File: src/rtl/ctrl_pkg.sv
// ctrl_pkg: state, opcode and select encodings for the
// multi-cycle MIPS-subset control FSM.
package ctrl_pkg;

    typedef enum logic [3:0] {
        S_FETCH,
        S_DECODE,
        S_MEM_ADDR,
        S_MEM_RD,
        S_MEM_WB,
        S_MEM_WR,
        S_R_EXEC,
        S_R_WB,
        S_I_EXEC,
        S_I_WB,
        S_BRANCH,
        S_JUMP
    } state_t;

    typedef enum logic [1:0] {
        CLS_ADD,
        CLS_SUB,
        CLS_R,
        CLS_I
    } alu_cls_t;

    localparam logic [5:0] OP_R     = 6'h00;
    localparam logic [5:0] OP_J     = 6'h02;
    localparam logic [5:0] OP_BEQ   = 6'h04;
    localparam logic [5:0] OP_ADDIU = 6'h09;
    localparam logic [5:0] OP_ORI   = 6'h0D;
    localparam logic [5:0] OP_LW    = 6'h23;
    localparam logic [5:0] OP_SW    = 6'h2B;

    localparam logic [5:0] FN_ADDU = 6'h21;
    localparam logic [5:0] FN_SUBU = 6'h23;
    localparam logic [5:0] FN_AND  = 6'h24;
    localparam logic [5:0] FN_OR   = 6'h25;
    localparam logic [5:0] FN_SLT  = 6'h2A;

    localparam logic [2:0] ALU_ADD = 3'b000;
    localparam logic [2:0] ALU_SUB = 3'b001;
    localparam logic [2:0] ALU_AND = 3'b010;
    localparam logic [2:0] ALU_OR  = 3'b011;
    localparam logic [2:0] ALU_SLT = 3'b100;

    localparam logic [1:0] EXT_ZERO = 2'b00;
    localparam logic [1:0] EXT_SIGN = 2'b01;

    localparam logic [1:0] SRCB_RT     = 2'b00;
    localparam logic [1:0] SRCB_FOUR   = 2'b01;
    localparam logic [1:0] SRCB_EXT    = 2'b10;
    localparam logic [1:0] SRCB_EXT_SH = 2'b11;

    localparam logic [1:0] PCSRC_ALU    = 2'b00;
    localparam logic [1:0] PCSRC_ALUOUT = 2'b01;
    localparam logic [1:0] PCSRC_JUMP   = 2'b10;

    typedef struct packed {
        logic       PCWr;
        logic       PCWrCond;
        logic [1:0] PCSrc;
        logic       IRWr;
        logic       IorD;
        logic       MemRd;
        logic       MemWr;
        logic       MemtoReg;
        logic       RegWr;
        logic       RegDst;
        logic       ALUSrcA;
        logic [1:0] ALUSrcB;
        logic [1:0] ExtOp;
        logic [2:0] alu_ctrl;
        logic       retire;
        logic       illegal;
        logic       bus_err;
    } ctrl_out_t;

    function automatic logic is_wait(state_t s);
        return s inside {S_FETCH, S_MEM_RD, S_MEM_WR};
    endfunction

endpackage

File: src/rtl/multi_cycle_ctrl_if.sv
// multi_cycle_ctrl_if: IR fields, memory handshake and
// datapath select bundle between controller and datapath.
interface multi_cycle_ctrl_if;

    logic [5:0] op;
    logic [5:0] funct;
    logic       zero;
    logic       mem_ready;
    logic       PCWr;
    logic       PCWrCond;
    logic [1:0] PCSrc;
    logic       IRWr;
    logic       IorD;
    logic       MemRd;
    logic       MemWr;
    logic       MemtoReg;
    logic       RegWr;
    logic       RegDst;
    logic       ALUSrcA;
    logic [1:0] ALUSrcB;
    logic [1:0] ExtOp;
    logic [2:0] alu_ctrl;
    logic       retire;
    logic       illegal;
    logic       bus_err;

    modport master (
        input  op, funct, zero, mem_ready,
        output PCWr, PCWrCond, PCSrc, IRWr, IorD,
        output MemRd, MemWr, MemtoReg, RegWr, RegDst,
        output ALUSrcA, ALUSrcB, ExtOp, alu_ctrl,
        output retire, illegal, bus_err
    );

    modport slave (
        output op, funct, zero, mem_ready,
        input  PCWr, PCWrCond, PCSrc, IRWr, IorD,
        input  MemRd, MemWr, MemtoReg, RegWr, RegDst,
        input  ALUSrcA, ALUSrcB, ExtOp, alu_ctrl,
        input  retire, illegal, bus_err
    );

endinterface

File: src/rtl/multi_cycle_ctrl_alu_ctrl_dec.sv
// alu_ctrl_dec: maps the current state class plus op/funct
// to the ALU operation, and flags unsupported R-type functs.
module alu_ctrl_dec
    import ctrl_pkg::*;
(
    input  alu_cls_t   cls,
    input  logic [5:0] op,
    input  logic [5:0] funct,
    output logic [2:0] alu_ctrl,
    output logic       bad_funct
);

    logic [2:0] r_alu;

    always_comb begin
        r_alu     = ALU_ADD;
        bad_funct = 1'b0;
        unique case (1'b1)
            funct == FN_ADDU: r_alu = ALU_ADD;
            funct == FN_SUBU: r_alu = ALU_SUB;
            funct == FN_AND:  r_alu = ALU_AND;
            funct == FN_OR:   r_alu = ALU_OR;
            funct == FN_SLT:  r_alu = ALU_SLT;
            default:          bad_funct = 1'b1;
        endcase
    end

    always_comb begin
        alu_ctrl = ALU_ADD;
        case (cls)
            CLS_SUB: alu_ctrl = ALU_SUB;
            CLS_R:   alu_ctrl = r_alu;
            CLS_I:   alu_ctrl = (op == OP_ORI) ? ALU_OR : ALU_ADD;
            default: alu_ctrl = ALU_ADD;
        endcase
    end

endmodule

File: src/rtl/multi_cycle_ctrl.sv
// multi_cycle_ctrl: fetch/decode/execute/mem/writeback sequencer
// with a mem_ready wait-state timeout.
module multi_cycle_ctrl
    import ctrl_pkg::*;
#(
    parameter int TIMEOUT = 16,
    parameter int CNT_W   = 5
) (
    input logic              clk,
    input logic              rst_n,
    multi_cycle_ctrl_if.master bus
);

    localparam logic [CNT_W-1:0] TMO_LAST = CNT_W'(TIMEOUT - 1);

    state_t           state, state_n;
    logic [CNT_W-1:0] wait_cnt, cnt_n;
    logic [5:0]       op_q, funct_q;
    logic [5:0]       dec_op, dec_funct;
    alu_cls_t         cls;
    logic [2:0]       dec_alu;
    logic             bad_funct;
    logic             tmo_hit;
    ctrl_out_t        o, og;

    // DECODE must see the IR directly; later states use the latch.
    assign dec_op    = (state == S_DECODE) ? bus.op    : op_q;
    assign dec_funct = (state == S_DECODE) ? bus.funct : funct_q;
    assign tmo_hit   = (TIMEOUT != 0) && (wait_cnt == TMO_LAST);

    always_comb begin
        case (state)
            S_BRANCH: cls = CLS_SUB;
            S_R_EXEC: cls = CLS_R;
            S_I_EXEC: cls = CLS_I;
            default:  cls = CLS_ADD;
        endcase
    end

    alu_ctrl_dec u_alu_dec (
        .cls       (cls),
        .op        (dec_op),
        .funct     (dec_funct),
        .alu_ctrl  (dec_alu),
        .bad_funct (bad_funct)
    );

    always_ff @(posedge clk) begin
        if (!rst_n) begin
            state    <= S_FETCH;
            wait_cnt <= '0;
            op_q     <= '0;
            funct_q  <= '0;
        end else begin
            state    <= state_n;
            wait_cnt <= cnt_n;
            if (state == S_DECODE) begin
                op_q    <= bus.op;
                funct_q <= bus.funct;
            end
        end
    end

    always_comb begin
        o          = '0;
        o.ExtOp    = EXT_SIGN;
        o.alu_ctrl = dec_alu;
        state_n    = state;
        case (state)
            S_FETCH: begin
                o.MemRd   = 1'b1;
                o.ALUSrcB = SRCB_FOUR;
                o.IRWr    = bus.mem_ready;
                o.PCWr    = bus.mem_ready;
                if (bus.mem_ready) state_n = S_DECODE;
            end
            S_DECODE: begin
                o.ALUSrcB = SRCB_EXT_SH;
                case (dec_op)
                    OP_LW, OP_SW:    state_n = S_MEM_ADDR;
                    OP_ADDIU, OP_ORI: state_n = S_I_EXEC;
                    OP_BEQ:          state_n = S_BRANCH;
                    OP_J:            state_n = S_JUMP;
                    OP_R: begin
                        o.illegal = bad_funct;
                        state_n   = bad_funct ? S_FETCH : S_R_EXEC;
                    end
                    default: begin
                        o.illegal = 1'b1;
                        state_n   = S_FETCH;
                    end
                endcase
            end
            S_MEM_ADDR: begin
                o.ALUSrcA = 1'b1;
                o.ALUSrcB = SRCB_EXT;
                state_n   = (op_q == OP_LW) ? S_MEM_RD : S_MEM_WR;
            end
            S_MEM_RD: begin
                o.MemRd = 1'b1;
                o.IorD  = 1'b1;
                if (bus.mem_ready) state_n = S_MEM_WB;
            end
            S_MEM_WB: begin
                o.RegWr    = 1'b1;
                o.MemtoReg = 1'b1;
                o.retire   = 1'b1;
                state_n    = S_FETCH;
            end
            S_MEM_WR: begin
                o.MemWr  = 1'b1;
                o.IorD   = 1'b1;
                o.retire = bus.mem_ready;
                if (bus.mem_ready) state_n = S_FETCH;
            end
            S_R_EXEC: begin
                o.ALUSrcA = 1'b1;
                o.ALUSrcB = SRCB_RT;
                state_n   = S_R_WB;
            end
            S_R_WB: begin
                o.RegWr  = 1'b1;
                o.RegDst = 1'b1;
                o.retire = 1'b1;
                state_n  = S_FETCH;
            end
            S_I_EXEC: begin
                o.ALUSrcA = 1'b1;
                o.ALUSrcB = SRCB_EXT;
                o.ExtOp   = (op_q == OP_ORI) ? EXT_ZERO : EXT_SIGN;
                state_n   = S_I_WB;
            end
            S_I_WB: begin
                o.RegWr  = 1'b1;
                o.retire = 1'b1;
                state_n  = S_FETCH;
            end
            S_BRANCH: begin
                o.ALUSrcA  = 1'b1;
                o.ALUSrcB  = SRCB_RT;
                o.PCWrCond = 1'b1;
                o.PCSrc    = PCSRC_ALUOUT;
                o.retire   = 1'b1;
                state_n    = S_FETCH;
            end
            S_JUMP: begin
                o.PCWr   = 1'b1;
                o.PCSrc  = PCSRC_JUMP;
                o.retire = 1'b1;
                state_n  = S_FETCH;
            end
            default: state_n = S_FETCH;
        endcase

        cnt_n = (state_n != state) ? '0 : wait_cnt;
        if (is_wait(state) && !bus.mem_ready) begin
            if (tmo_hit) begin
                o.bus_err = 1'b1;
                state_n   = S_FETCH;
                cnt_n     = '0;
            end else begin
                cnt_n = wait_cnt + 1'b1;
            end
        end
    end

    assign og = rst_n ? o : '0;

    assign bus.PCWr     = og.PCWr;
    assign bus.PCWrCond = og.PCWrCond;
    assign bus.PCSrc    = og.PCSrc;
    assign bus.IRWr     = og.IRWr;
    assign bus.IorD     = og.IorD;
    assign bus.MemRd    = og.MemRd;
    assign bus.MemWr    = og.MemWr;
    assign bus.MemtoReg = og.MemtoReg;
    assign bus.RegWr    = og.RegWr;
    assign bus.RegDst   = og.RegDst;
    assign bus.ALUSrcA  = og.ALUSrcA;
    assign bus.ALUSrcB  = og.ALUSrcB;
    assign bus.ExtOp    = og.ExtOp;
    assign bus.alu_ctrl = og.alu_ctrl;
    assign bus.retire   = og.retire;
    assign bus.illegal  = og.illegal;
    assign bus.bus_err  = og.bus_err;

endmodule
File: src/flat_wrapper.sv
// flat-port wrapper written by rule: the top's interface ports become plain ports
module multi_cycle_ctrl_flat import ctrl_pkg::*;
#(
    parameter int TIMEOUT = 16,
    parameter int CNT_W   = 5
)
  (clk, rst_n, bus_op, bus_funct, bus_zero, bus_mem_ready, bus_PCWr, bus_PCWrCond, bus_PCSrc, bus_IRWr, bus_IorD, bus_MemRd, bus_MemWr, bus_MemtoReg, bus_RegWr, bus_RegDst, bus_ALUSrcA, bus_ALUSrcB, bus_ExtOp, bus_alu_ctrl, bus_retire, bus_illegal, bus_bus_err);
  multi_cycle_ctrl_if bus_i ();
  input logic clk;
  input logic rst_n;
  input wire logic [$bits(bus_i.op)-1:0] bus_op;
  input wire logic [$bits(bus_i.funct)-1:0] bus_funct;
  input wire logic [$bits(bus_i.zero)-1:0] bus_zero;
  input wire logic [$bits(bus_i.mem_ready)-1:0] bus_mem_ready;
  output wire logic [$bits(bus_i.PCWr)-1:0] bus_PCWr;
  output wire logic [$bits(bus_i.PCWrCond)-1:0] bus_PCWrCond;
  output wire logic [$bits(bus_i.PCSrc)-1:0] bus_PCSrc;
  output wire logic [$bits(bus_i.IRWr)-1:0] bus_IRWr;
  output wire logic [$bits(bus_i.IorD)-1:0] bus_IorD;
  output wire logic [$bits(bus_i.MemRd)-1:0] bus_MemRd;
  output wire logic [$bits(bus_i.MemWr)-1:0] bus_MemWr;
  output wire logic [$bits(bus_i.MemtoReg)-1:0] bus_MemtoReg;
  output wire logic [$bits(bus_i.RegWr)-1:0] bus_RegWr;
  output wire logic [$bits(bus_i.RegDst)-1:0] bus_RegDst;
  output wire logic [$bits(bus_i.ALUSrcA)-1:0] bus_ALUSrcA;
  output wire logic [$bits(bus_i.ALUSrcB)-1:0] bus_ALUSrcB;
  output wire logic [$bits(bus_i.ExtOp)-1:0] bus_ExtOp;
  output wire logic [$bits(bus_i.alu_ctrl)-1:0] bus_alu_ctrl;
  output wire logic [$bits(bus_i.retire)-1:0] bus_retire;
  output wire logic [$bits(bus_i.illegal)-1:0] bus_illegal;
  output wire logic [$bits(bus_i.bus_err)-1:0] bus_bus_err;
  assign bus_i.op = bus_op;
  assign bus_i.funct = bus_funct;
  assign bus_i.zero = bus_zero;
  assign bus_i.mem_ready = bus_mem_ready;
  assign bus_PCWr = bus_i.PCWr;
  assign bus_PCWrCond = bus_i.PCWrCond;
  assign bus_PCSrc = bus_i.PCSrc;
  assign bus_IRWr = bus_i.IRWr;
  assign bus_IorD = bus_i.IorD;
  assign bus_MemRd = bus_i.MemRd;
  assign bus_MemWr = bus_i.MemWr;
  assign bus_MemtoReg = bus_i.MemtoReg;
  assign bus_RegWr = bus_i.RegWr;
  assign bus_RegDst = bus_i.RegDst;
  assign bus_ALUSrcA = bus_i.ALUSrcA;
  assign bus_ALUSrcB = bus_i.ALUSrcB;
  assign bus_ExtOp = bus_i.ExtOp;
  assign bus_alu_ctrl = bus_i.alu_ctrl;
  assign bus_retire = bus_i.retire;
  assign bus_illegal = bus_i.illegal;
  assign bus_bus_err = bus_i.bus_err;
  multi_cycle_ctrl #(.TIMEOUT(TIMEOUT), .CNT_W(CNT_W)) u_core (.clk(clk), .rst_n(rst_n), .bus(bus_i));
endmodule
File: config.mk
export PLATFORM = sky130hd
export DESIGN_NAME = multi_cycle_ctrl_flat
export DESIGN_NICKNAME = d
export VERILOG_FILES = /design/src/rtl/ctrl_pkg.sv /design/src/rtl/multi_cycle_ctrl_if.sv /design/src/rtl/multi_cycle_ctrl_alu_ctrl_dec.sv /design/src/rtl/multi_cycle_ctrl.sv /design/src/flat_wrapper.sv
export SDC_FILE = /design/constraint.sdc
export NUM_CORES = 1
export LEC_CHECK = 0
export BUFFER_PORTS_ARGS = -buffer_cell sky130_fd_sc_hd__buf_4
export CORE_MARGIN = 2
export CORE_UTILIZATION = 30
export CTS_CLUSTER_SIZE = 25
export DETAILED_ROUTE_END_ITERATION = 8
export PLACE_DENSITY = 0.48
export SYNTH_ARGS = -nofsm -noshare
export SYNTH_HDL_FRONTEND = slang
export SYNTH_SLANG_ARGS = --single-unit
File: constraint.sdc
create_clock -name clk -period 3.2 [get_ports clk]
set_input_delay 0.48 -clock clk [delete_from_list [all_inputs] [get_ports clk]]
set_output_delay 0.48 -clock clk [all_outputs]
set_load 0.01 [all_outputs]
==> reports/summary.txt, run 1 <==
Post-route setup slack: 0.1890 ns
Top cells by area, synth: dfxtp_1 (27%), nand2_1 (7.8%), a21oi_1 (6.2%), nor2_1 (5.9%), nor3_1 (5.2%)
Post-CTS resize count: 0
Grt met1 use: 0.2194
Synth Area in Adders: 0.008143
Num CTS Buffers: 3
Placer Congestion: 0.7731
Startpoint Class: flip-flop
Syn Inst Count: 213
P_sw: 0.0001992 W
Largest family of logic cells by synthesized area: simple AND/OR/NAND/NOR gates
GRT Total Usage: 0.1583
# port buffers: 35
Post-Synth Simple-Gate Area: 0.3811
Core area: 5010 sq um
Mux cell area share after synthesis: 0.03339
Clock root cell: clkbuf_8
Critical path depth in cells: 7
Met2 usage: 0.2580
Post-layout net count: 266
Max-cap violations: 0
Setup violations, final: 0
Sink Count: 21
Outcome: finished, final reports clean
RSZ-0062 raised after global routing: false
Critical Path RT: 2.72 ns
Worst setup path category: flip-flop to output pin
Grt met3 use: 0.01323
Post-synthesis compound-gate area fraction: 0.2093
GR peak layer: met2
Pre-CTS setup slack: 0.4619 ns
GRT overflow: 0
Crit path largest cell delay: 0.55 ns
Maximum vdd drop: 0.0001152 V
Initial antenna violation count: 0
Row count: 26
H-tree levels: 1
Post-DP HPWL: 3297 microns
Sequential Power Share: 0.451
Slowest CP cell: or4b_4
Synth Warn #: 0
First-pass GRT wire length: 6948 microns
Vias post-DR: 1,579
Post-synth EDFFs: 0
Reg2reg path depth: 7
Comb power frac: 0.266
Period utilization: 0.9409
Leak pwr: 0.7496 nW
Share of cells above drive strength 1: 0.2339
Ports: 38
Largest net degree at the start of global routing: 21
Worst Hold Class: flip-flop to flip-flop
Buffer count from post-CTS setup fixing: 0
Via density: 4.965
Minimum clock period: 3.011 ns
Final-report max-slew violation count: 0
DRC violations left: 0
Post-Syn Nets: 230
Mapped Area: 1536 sq um
Clock Power Share: 0.283
Peak Freq: 332.1 MHz
Ys async rst share: 0
Die Ht: 75.57 microns
Drt wl/cell: 13.14 microns
Sequential fraction of the synthesis area: 0.2736
Ys flop type: dfxtp_1
Layout area overhead: 26.63%
Top cell family by delay on the critical path: simple AND/OR/NAND/NOR gates
ANT nets after route: 0
Tot Pwr: 0.0006370 W
DIE AREA: 5710 sq um
Setup_tns: 0 ns
CP max FO: 7
Vias in the first global route: 1,489
Drt pass-1 iters: 5
Setup crit end kind: output pin
Drt total wl: 4177 microns
Power per cell area: 327.4 nW/um^2
Worst EP arrival: 2.53 ns
DIE WIDTH: 75.57 microns
Max clock buf depth: 2
CP Cell Sequence: or4b_4 > nand4b_1 > o32a_1 > a311o_1 > o311ai_1 > nor4_1 > buf_4
FF+latch count, synth: 21
CTS hold repair buffers: 0
Internal Power: 0.0004378 W
Distinct cells, synth: 55
R2R Setup Slk: 0.99 ns
Starting DRC count in detailed routing: 68
Area leader, netlist: dfxtp_1
Switching part of the total: 0.3127
Number of diodes: 0
Starting density of the core: 0.3067
Util after Layout: 0.3884
Post-Synth XOR/XNOR Area: 0.02850
Worst-Skew Late Latency: 0.27 ns
Share of the synthesized area in the top cell type: 0.2736
Final hold violations: 0
Hold path cells: 2
Critical path buffers and inverters: 1
Post-Syn Area per Cell: 7.213 sq um
Final Skew: 0.002599 ns
CTS tree: yes
Worst-path clk slew: 0.08 ns
## cell families (layout without fill, tap and decap cells)
logic type,Yosys count,count (layout)
XOR/XNOR,5,5
AND/OR/NAND/NOR,110,110
buffers and inverters,20,55
AO/OA/AOI/OAI,50,50
flip-flops,21,21
other,1,1
adder cells (fa/ha/maj),1,1
multiplexers,5,5
## final cells by class
class	instances	area, sq um
tap	70	87.58
clock buffer	3	41.29
inverter	6	22.52
multi-input combinational	172	1018
timing repair buffer	45	350.3
clock inverter	1	5.005
fill	574	3064
sequential	21	420.4
## registers in the layout, summed over array words and instances (netlist names)
register and flops:
u_core.funct_q 6, u_core.state 4, u_core.op_q 6, u_core.wait_cnt 5
## worst reg2reg max path: stages (launching register included)
cell	delay, ns
dfxtp_1	0.45
or4b_4	0.55
buf_4	0.21
nor3_2	0.15
o21ai_1	0.11
a311o_1	0.37
o311ai_1	0.13
o2bb2ai_1	0.17
## metrics by stage
stage	cells	hold WS (ns)	cell area, sq um
after detailed placement	314	0.4438	1899
after CTS	318	0.4547	1946
final	318	0.4517	1946
after floorplan	213	0.4238	1536
after global routing	318	0.4762	1946
after global placement	314	0.4321	1899
## layer usage
layer  vias up  routed length [microns]
met1       696                     2123
li1        833                        -
met3         5                      165
met5         -                        0
met4         0                       68
met2        45                     1819
## power by group through the flow
stage	registers, W	logic, W	clock network, W
2_1_floorplan	0.000289	0.000106	0
3_3_place_gp	0.000293	0.000171	0
3_5_place_dp	0.000293	0.000170	0
4_1_cts	0.000287	0.000171	0.000190
5_1_grt	0.000290	0.000190	0.000199
6_report	0.000287	0.000170	0.000180
## final timing paths
check,start,to
setup / recovery,u_core.state[0],bus_illegal
hold / removal,u_core.wait_cnt[4],u_core.wait_cnt[4]
setup reg to reg,u_core.state[0],u_core.state[1]
hold reg to reg,u_core.wait_cnt[4],u_core.wait_cnt[4]
## synth_stat cells, types with 2 or more instances
cell type and count:
nand4_1 2, nand2b_1 6, a31oi_1 2, buf_4 2, a21o_1 2, xor2_1 2
dfxtp_1 21, o21a_1 2, nand2_1 32, and2_1 2, buf_6 2, nor2b_1 2
and2b_1 2, inv_1 6, clkbuf_1 10, nor4b_1 2, nor4_1 3, o21ai_0 7
nor3b_1 3, or3_1 2, a2111oi_0 2, mux2i_1 4, xnor2_1 3, nand3_1 3
nor3_1 16, a21oi_1 19, nor2_1 24, nor4bb_1 2, o21ai_1 2
## cells in the final DEF, fill, tap and decap left out, types with 2 or more instances in the layout
| cell | synthesis | final |
|---|---|---|
| buf_4 | 2 | 44 |
| nand2_1 | 32 | 32 |
| nor2_1 | 24 | 24 |
| dfxtp_1 | 21 | 21 |
| a21oi_1 | 19 | 19 |
| nor3_1 | 16 | 16 |
| o21ai_0 | 7 | 7 |
| inv_1 | 6 | 6 |
| nand2b_1 | 6 | 6 |
| mux2i_1 | 4 | 4 |
| xnor2_1 | 3 | 3 |
| nor4_1 | 3 | 3 |
| nand3_1 | 3 | 3 |
| nor3b_1 | 3 | 3 |
| clkbuf_8 | 0 | 3 |
| and2b_1 | 2 | 2 |
| a2111oi_0 | 2 | 2 |
| a31oi_1 | 2 | 2 |
| nor2b_1 | 2 | 2 |
| nor4bb_1 | 2 | 2 |
| nand4_1 | 2 | 2 |
| or3_1 | 2 | 2 |
| and2_1 | 2 | 2 |
| o21ai_1 | 2 | 2 |
| a21o_1 | 2 | 2 |
| xor2_1 | 2 | 2 |
| nor4b_1 | 2 | 2 |
| o21a_1 | 2 | 2 |
No activity file was read; power rests on OpenSTA's default activity.
==> run 2: changes to the inputs <==
Settings changed: CORE_UTILIZATION 30 to 50, PLACE_DENSITY 0.48 to 0.74.
==> reports/summary.txt, run 2 (same netlist as run 1, synthesis figures left out) <==
Final instance area: 1871 sq um (-3.9%)
Post-route setup slack: 0.1874 ns (-0.001582 ns)
Maximum vdd drop: 0.0002476 V (+120%)
Internal Power: 0.0003966 W (-9.4%)
Row count: 20 (-23%)
Period utilization: 0.9414 (about the same)
Largest regs: u_core.funct_q x6, u_core.op_q x6, u_core.wait_cnt x5
DIE WIDTH: 59.44 microns (-21%)
Minimum clock period: 3.013 ns (+0.001582 ns)
Final Skew: 0.01696 ns (+0.01436 ns)
Worst setup path category: flip-flop to output pin
Pre-CTS setup slack: 0.4272 ns (-0.03478 ns)
Vias post-DR: 1,627 (+3.0%)
CTS hold repair buffers: 0 (unchanged)
Max-cap violations: 0 (unchanged)
Vias in the first global route: 1,321 (-11%)
Hold path cells: 3 (+1)
Layout Cells excl Fill: 281 (-12%)
DIE AREA: 3533 sq um (-38%)
Comb power frac: 0.286 (+0.020)
Critical Path Start: u_core.state[3]
Placer Congestion: 0.9015 (+17%)
Sequential Power Share: 0.499 (+0.048)
First-pass GRT wire length: 5609 microns (-19%)
Setup_tns: 0 ns (unchanged)
Reg2reg path depth: 6 (-1)
Number of diodes: 0 (unchanged)
Leak pwr: 0.7351 nW (-1.9%)
Worst-path clk slew: 0.12 ns (+0.04 ns)
Placed Cells incl. Taps: 275 (-12%)
P_sw: 0.0001809 W (-9.2%)
Worst Hold Class: primary input to flip-flop
Final-report max-slew violation count: 0 (unchanged)
Num CTS Buffers: 3 (unchanged)
Setup violations, final: 0 (unchanged)
Max clock buf depth: 2 (unchanged)
Die Ht: 59.44 microns (-21%)
Drt pass-1 iters: 4 (-1)
Ports: 38 (unchanged)
Starting DRC count in detailed routing: 78 (+15%)
Clock root cell: clkbuf_4
Outcome: finished, final reports clean
Worst EP arrival: 2.53 ns (about the same)
R2R Setup Slk: 1.10 ns (+0.11 ns)
Power per cell area: 308.7 nW/um^2 (-5.7%)
Worst R2R Start: u_core.state[3]
Share of cells above drive strength 1: 0.2339 (unchanged)
Most frequent cells in the layout: buf_4 (44), nand2_1 (32), nor2_1 (24)
Largest net degree at the start of global routing: 23 (+9.5%)
ANT nets after route: 0 (unchanged)
GRT overflow: 0 (unchanged)
Switching part of the total: 0.3133 (+0.0005711)
# port buffers: 35 (unchanged)
Via density: 5.790 (+17%)
RSZ-0062 raised after global routing: false
Critical Path RT: 2.72 ns (about the same)
Placed cell area: 1826 sq um (-3.9%)
Final hold violations: 0 (unchanged)
Post-layout net count: 266 (unchanged)
CP max FO: 11 (+4)
Drt total wl: 3695 microns (-12%)
Starting density of the core: 0.5160 (+0.2093)
Layout area overhead: 21.74%
Startpoint Class: flip-flop
Post-DP HPWL: 2685 microns (-19%)
Drt wl/cell: 13.15 microns (+0.11%)
Sink Count: 21 (unchanged)
Most common cell after layout, fill and taps aside: buf_4
End of the critical path: bus_illegal
Core area: 2978 sq um (-41%)
Peak Freq: 331.9 MHz (about the same)
H-tree levels: 1 (unchanged)
Clock Power Share: 0.215 (-0.068)
Initial antenna violation count: 0 (unchanged)
CTS tree: yes
DRC violations left: 0 (unchanged)
GRT Total Usage: 0.2019 (+0.04362)
RR Endpoint: u_core.state[2]
Worst-Skew Late Latency: 0.31 ns (+0.04 ns)
Setup crit end kind: output pin
## run 2: worst min-delay path by stage
stage	slack, ns	end	startpoint
floorplan	0.42	u_core.wait_cnt[4]	u_core.wait_cnt[4]
global placement	0.43	u_core.wait_cnt[4]	u_core.wait_cnt[4]
detailed placement	0.44	u_core.wait_cnt[4]	u_core.wait_cnt[4]
CTS	0.41	u_core.funct_q[1]	bus_funct[1]
global route	0.43	u_core.funct_q[1]	bus_funct[1]
finish	0.42	u_core.funct_q[1]	bus_funct[1]
## run 2: area by class of cell
| cell class | instances | area (sq um) |
|---|---|---|
| clock buffer | 4 | 26.28 |
| fill | 297 | 1107 |
| inverter | 6 | 22.52 |
| multi-input combinational | 173 | 1028 |
| sequential | 21 | 421.7 |
| timing repair buffer | 44 | 330.3 |
| tap | 33 | 41.29 |
## run 2: per-stage QoR
stage	utilization	hold WS, ns	total power, W
4_1_cts	0.6218	0.4111	0.0005762
6_report	0.6282	0.4182	0.0005775
2_1_floorplan	-	0.4238	0.0003953
3_3_place_gp	0.6130	0.4322	0.0004506
5_1_grt	0.6282	0.4267	0.0006083
3_5_place_dp	0.6130	0.4396	0.0004524
## run 2: power groups by stage
stage	clock network [W]	logic [W]	registers (W)
3_3_place_gp	0	0.000158	0.000293
3_5_place_dp	0	0.000159	0.000293
6_report	0.000124	0.000165	0.000288
2_1_floorplan	0	0.000106	0.000289
5_1_grt	0.000137	0.000182	0.000290
4_1_cts	0.000129	0.000160	0.000287
## run 2: repair_timing
item	CTS	global route
resized for setup	0	1
endpoints found under the hold margin	0	0
endpoints found under the setup margin	0	1
buffers inserted	0	1
## run 2: routing by layer
metal	global-route usage	vias to the layer above	wire (microns)
met5	0	-	0
met4	0.07468	0	89
met3	0.02620	10	177
met2	0.3234	45	1635
met1	0.2749	741	1794
li1	-	831	-
## run 2: critical path, stage by stage (launching register included)
cell and delay [ns]:
dfxtp_1 0.41, or4b_4 0.67, nand4b_1 0.16, o32a_1 0.18
a311o_1 0.22, o311ai_1 0.14, nor4_1 0.26, buf_4 0.19
==> run 3: changes to the inputs <==
Settings changed: CORE_UTILIZATION 50 to 33, PLACE_DENSITY 0.74 to 0.52.
==> reports/summary.txt, run 3 (same netlist as run 1, synthesis figures left out) <==
Util after Layout: 0.4362 (-0.1919)
HP Start: u_core.wait_cnt[4]
First-pass GRT wire length: 6479 microns (+16%)
Final hold violations: 0 (unchanged)
Register area: 421.7 sq um (unchanged)
Num CTS Buffers: 3 (unchanged)
DIE WIDTH: 72.24 microns (+22%)
Leak pwr: 0.7534 nW (+2.5%)
Hold path cells: 2 (-1)
Drt pass-1 iters: 4 (unchanged)
Post-DP HPWL: 3102 microns (+16%)
Maximum vdd drop: 0.0001441 V (-42%)
Row count: 24 (+20%)
Placed cell area: 1872 sq um (+2.5%)
Vias post-DR: 1,593 (-2.1%)
Starting DRC count in detailed routing: 87 (+12%)
Grt met1 use: 0.2168 (-0.05806)
Startpoint Class: flip-flop
Power per cell area: 325.0 nW/um^2 (+5.3%)
CP Cell Sequence: nor4b_4 > buf_4 > mux2i_1 > o21ai_1 > a311o_1 > o311ai_1 > nor4_2 > buf_4
Layout Cells excl Fill: 301 (+7.1%)
Crit path largest cell delay: 0.44 ns (-0.23 ns)
Vias in the first global route: 1,404 (+6.3%)
Share of cells above drive strength 1: 0.2450 (+0.01111)
Placed Cells incl. Taps: 297 (+8.0%)
Peak Freq: 333.9 MHz (+0.59%)
Sink Count: 21 (unchanged)
Worst Hold Class: flip-flop to flip-flop
Initial antenna violation count: 0 (unchanged)
Period utilization: 0.9360 (-0.005478)
H-tree levels: 1 (unchanged)
Worst EP arrival: 2.52 ns (about the same)
Starting density of the core: 0.3481 (-0.1679)
R2R Setup Slk: 0.97 ns (-0.13 ns)
Setup crit end kind: output pin
Met2 usage: 0.2436 (-0.07976)
Buffer count from post-CTS setup fixing: 0 (unchanged)
CTS tree: yes
Outcome: finished, final reports clean
Post-layout net count: 267 (+0.38%)
Drt wl/cell: 13.07 microns (-0.63%)
GRT Total Usage: 0.1546 (-0.04724)
RR Endpoint: u_core.state[1]
Worst R2R Start: u_core.state[2]
Ports: 38 (unchanged)
Largest net degree at the start of global routing: 21 (-8.7%)
Die Ht: 72.24 microns (+22%)
Number of diodes: 0 (unchanged)
Max clock buf depth: 2 (unchanged)
RSZ-0062 raised after global routing: false
DIE AREA: 5218 sq um (+48%)
Minimum clock period: 2.995 ns (-0.01753 ns)
Final Skew: 0.003738 ns (-0.01322 ns)
Setup violations, final: 0 (unchanged)
Most frequent cells in the layout: buf_4 (46), nand2_1 (32), nor2_1 (24)
Slowest CP cell: nor4b_4
Hold EP: u_core.wait_cnt[4]
Core area: 4414 sq um (+48%)
Fill cell total of the finished layout: 482 (+62%)
Drt total wl: 3933 microns (+6.4%)
Worst setup path category: flip-flop to output pin
Final-report max-slew violation count: 0 (unchanged)
Critical Path RT: 2.72 ns (about the same)
Area taken by multi-input logic gates: 1025 sq um (-0.37%)
Setup_tns: 0 ns (unchanged)
Worst-Skew Late Latency: 0.26 ns (-0.05 ns)
Largest regs: u_core.funct_q x6, u_core.op_q x6, u_core.wait_cnt x5
Layout area overhead: 25.33%
GR peak layer: met2
Max-cap violations: 0 (unchanged)
DRC violations left: 0 (unchanged)
CP max FO: 10 (-1)
ANT nets after route: 0 (unchanged)
Reg2reg path depth: 7 (+1)
Clock root cell: clkbuf_8
Final instance area: 1926 sq um (+2.9%)
Worst-path clk slew: 0.07 ns (-0.05 ns)
Grt met3 use: 0.02917 (+0.002966)
Via density: 5.292 (-8.6%)
Most used cell, CP: buf_4
GRT overflow: 0 (unchanged)
Most common cell after layout, fill and taps aside: buf_4
Placer Congestion: 0.8007 (-11%)
# port buffers: 35 (unchanged)
run 3: per-stage QoR:
| stage | total power (W) | hold slack (ns) | worst slack (ns) |
|---|---|---|---|
| floorplan | 0.0003953 | 0.4238 | 0.6155 |
| global route | 0.0006701 | 0.4732 | 0.01696 |
| detailed placement | 0.0004591 | 0.4402 | 0.3947 |
| CTS | 0.0006330 | 0.4517 | 0.09431 |
| global placement | 0.0004601 | 0.4340 | 0.4035 |
| finish | 0.0006259 | 0.4533 | 0.2049 |
run 3: repair_timing:
action,CTS,global route
resized for setup,0,2
endpoints found under the setup margin,0,1
hold buffers,0,0
run 3: worst max-delay path by stage:
| stage | slack, ns | endpoint | start |
|---|---|---|---|
| 2_1_floorplan | 0.62 | bus_alu_ctrl[0] | u_core.state[3] |
| 3_3_place_gp | 0.40 | bus_illegal | u_core.state[0] |
| 3_5_place_dp | 0.39 | bus_illegal | u_core.state[0] |
| 4_1_cts | 0.09 | bus_illegal | u_core.state[0] |
| 5_1_grt | 0.02 | bus_illegal | u_core.state[3] |
| 6_report | 0.20 | bus_illegal | u_core.state[2] |
run 3: layout make-up:
class	count	area share
repair buffers	46	0.1793
well taps	52	0.03379
clock buffers	3	0.02144
clock inverters	1	0.002599
multi-input cells	172	0.5322
inverters	6	0.01170
flip-flops and latches	21	0.2190
run 3: critical path: cells and delay by family, from the launching register on:
kind / cells / cell delay, ns
AO/OA/AOI/OAI: 3 / 0.63
buffers and inverters: 2 / 0.42
flip-flops: 1 / 0.40
multiplexers: 1 / 0.27
AND/OR/NAND/NOR: 2 / 0.54
run 3: metal layers:
layer	vias to the layer above	share of wire
met5	-	0
met4	0	0.0069
met3	2	0.060
met2	39	0.45
met1	728	0.49
li1	824	-
run 3: power by group:
part,internal (W),switching (W)
clock,0.0000865,0.0000849
sequential,0.000274,0.0000131
combinational,0.0000749,0.0000922
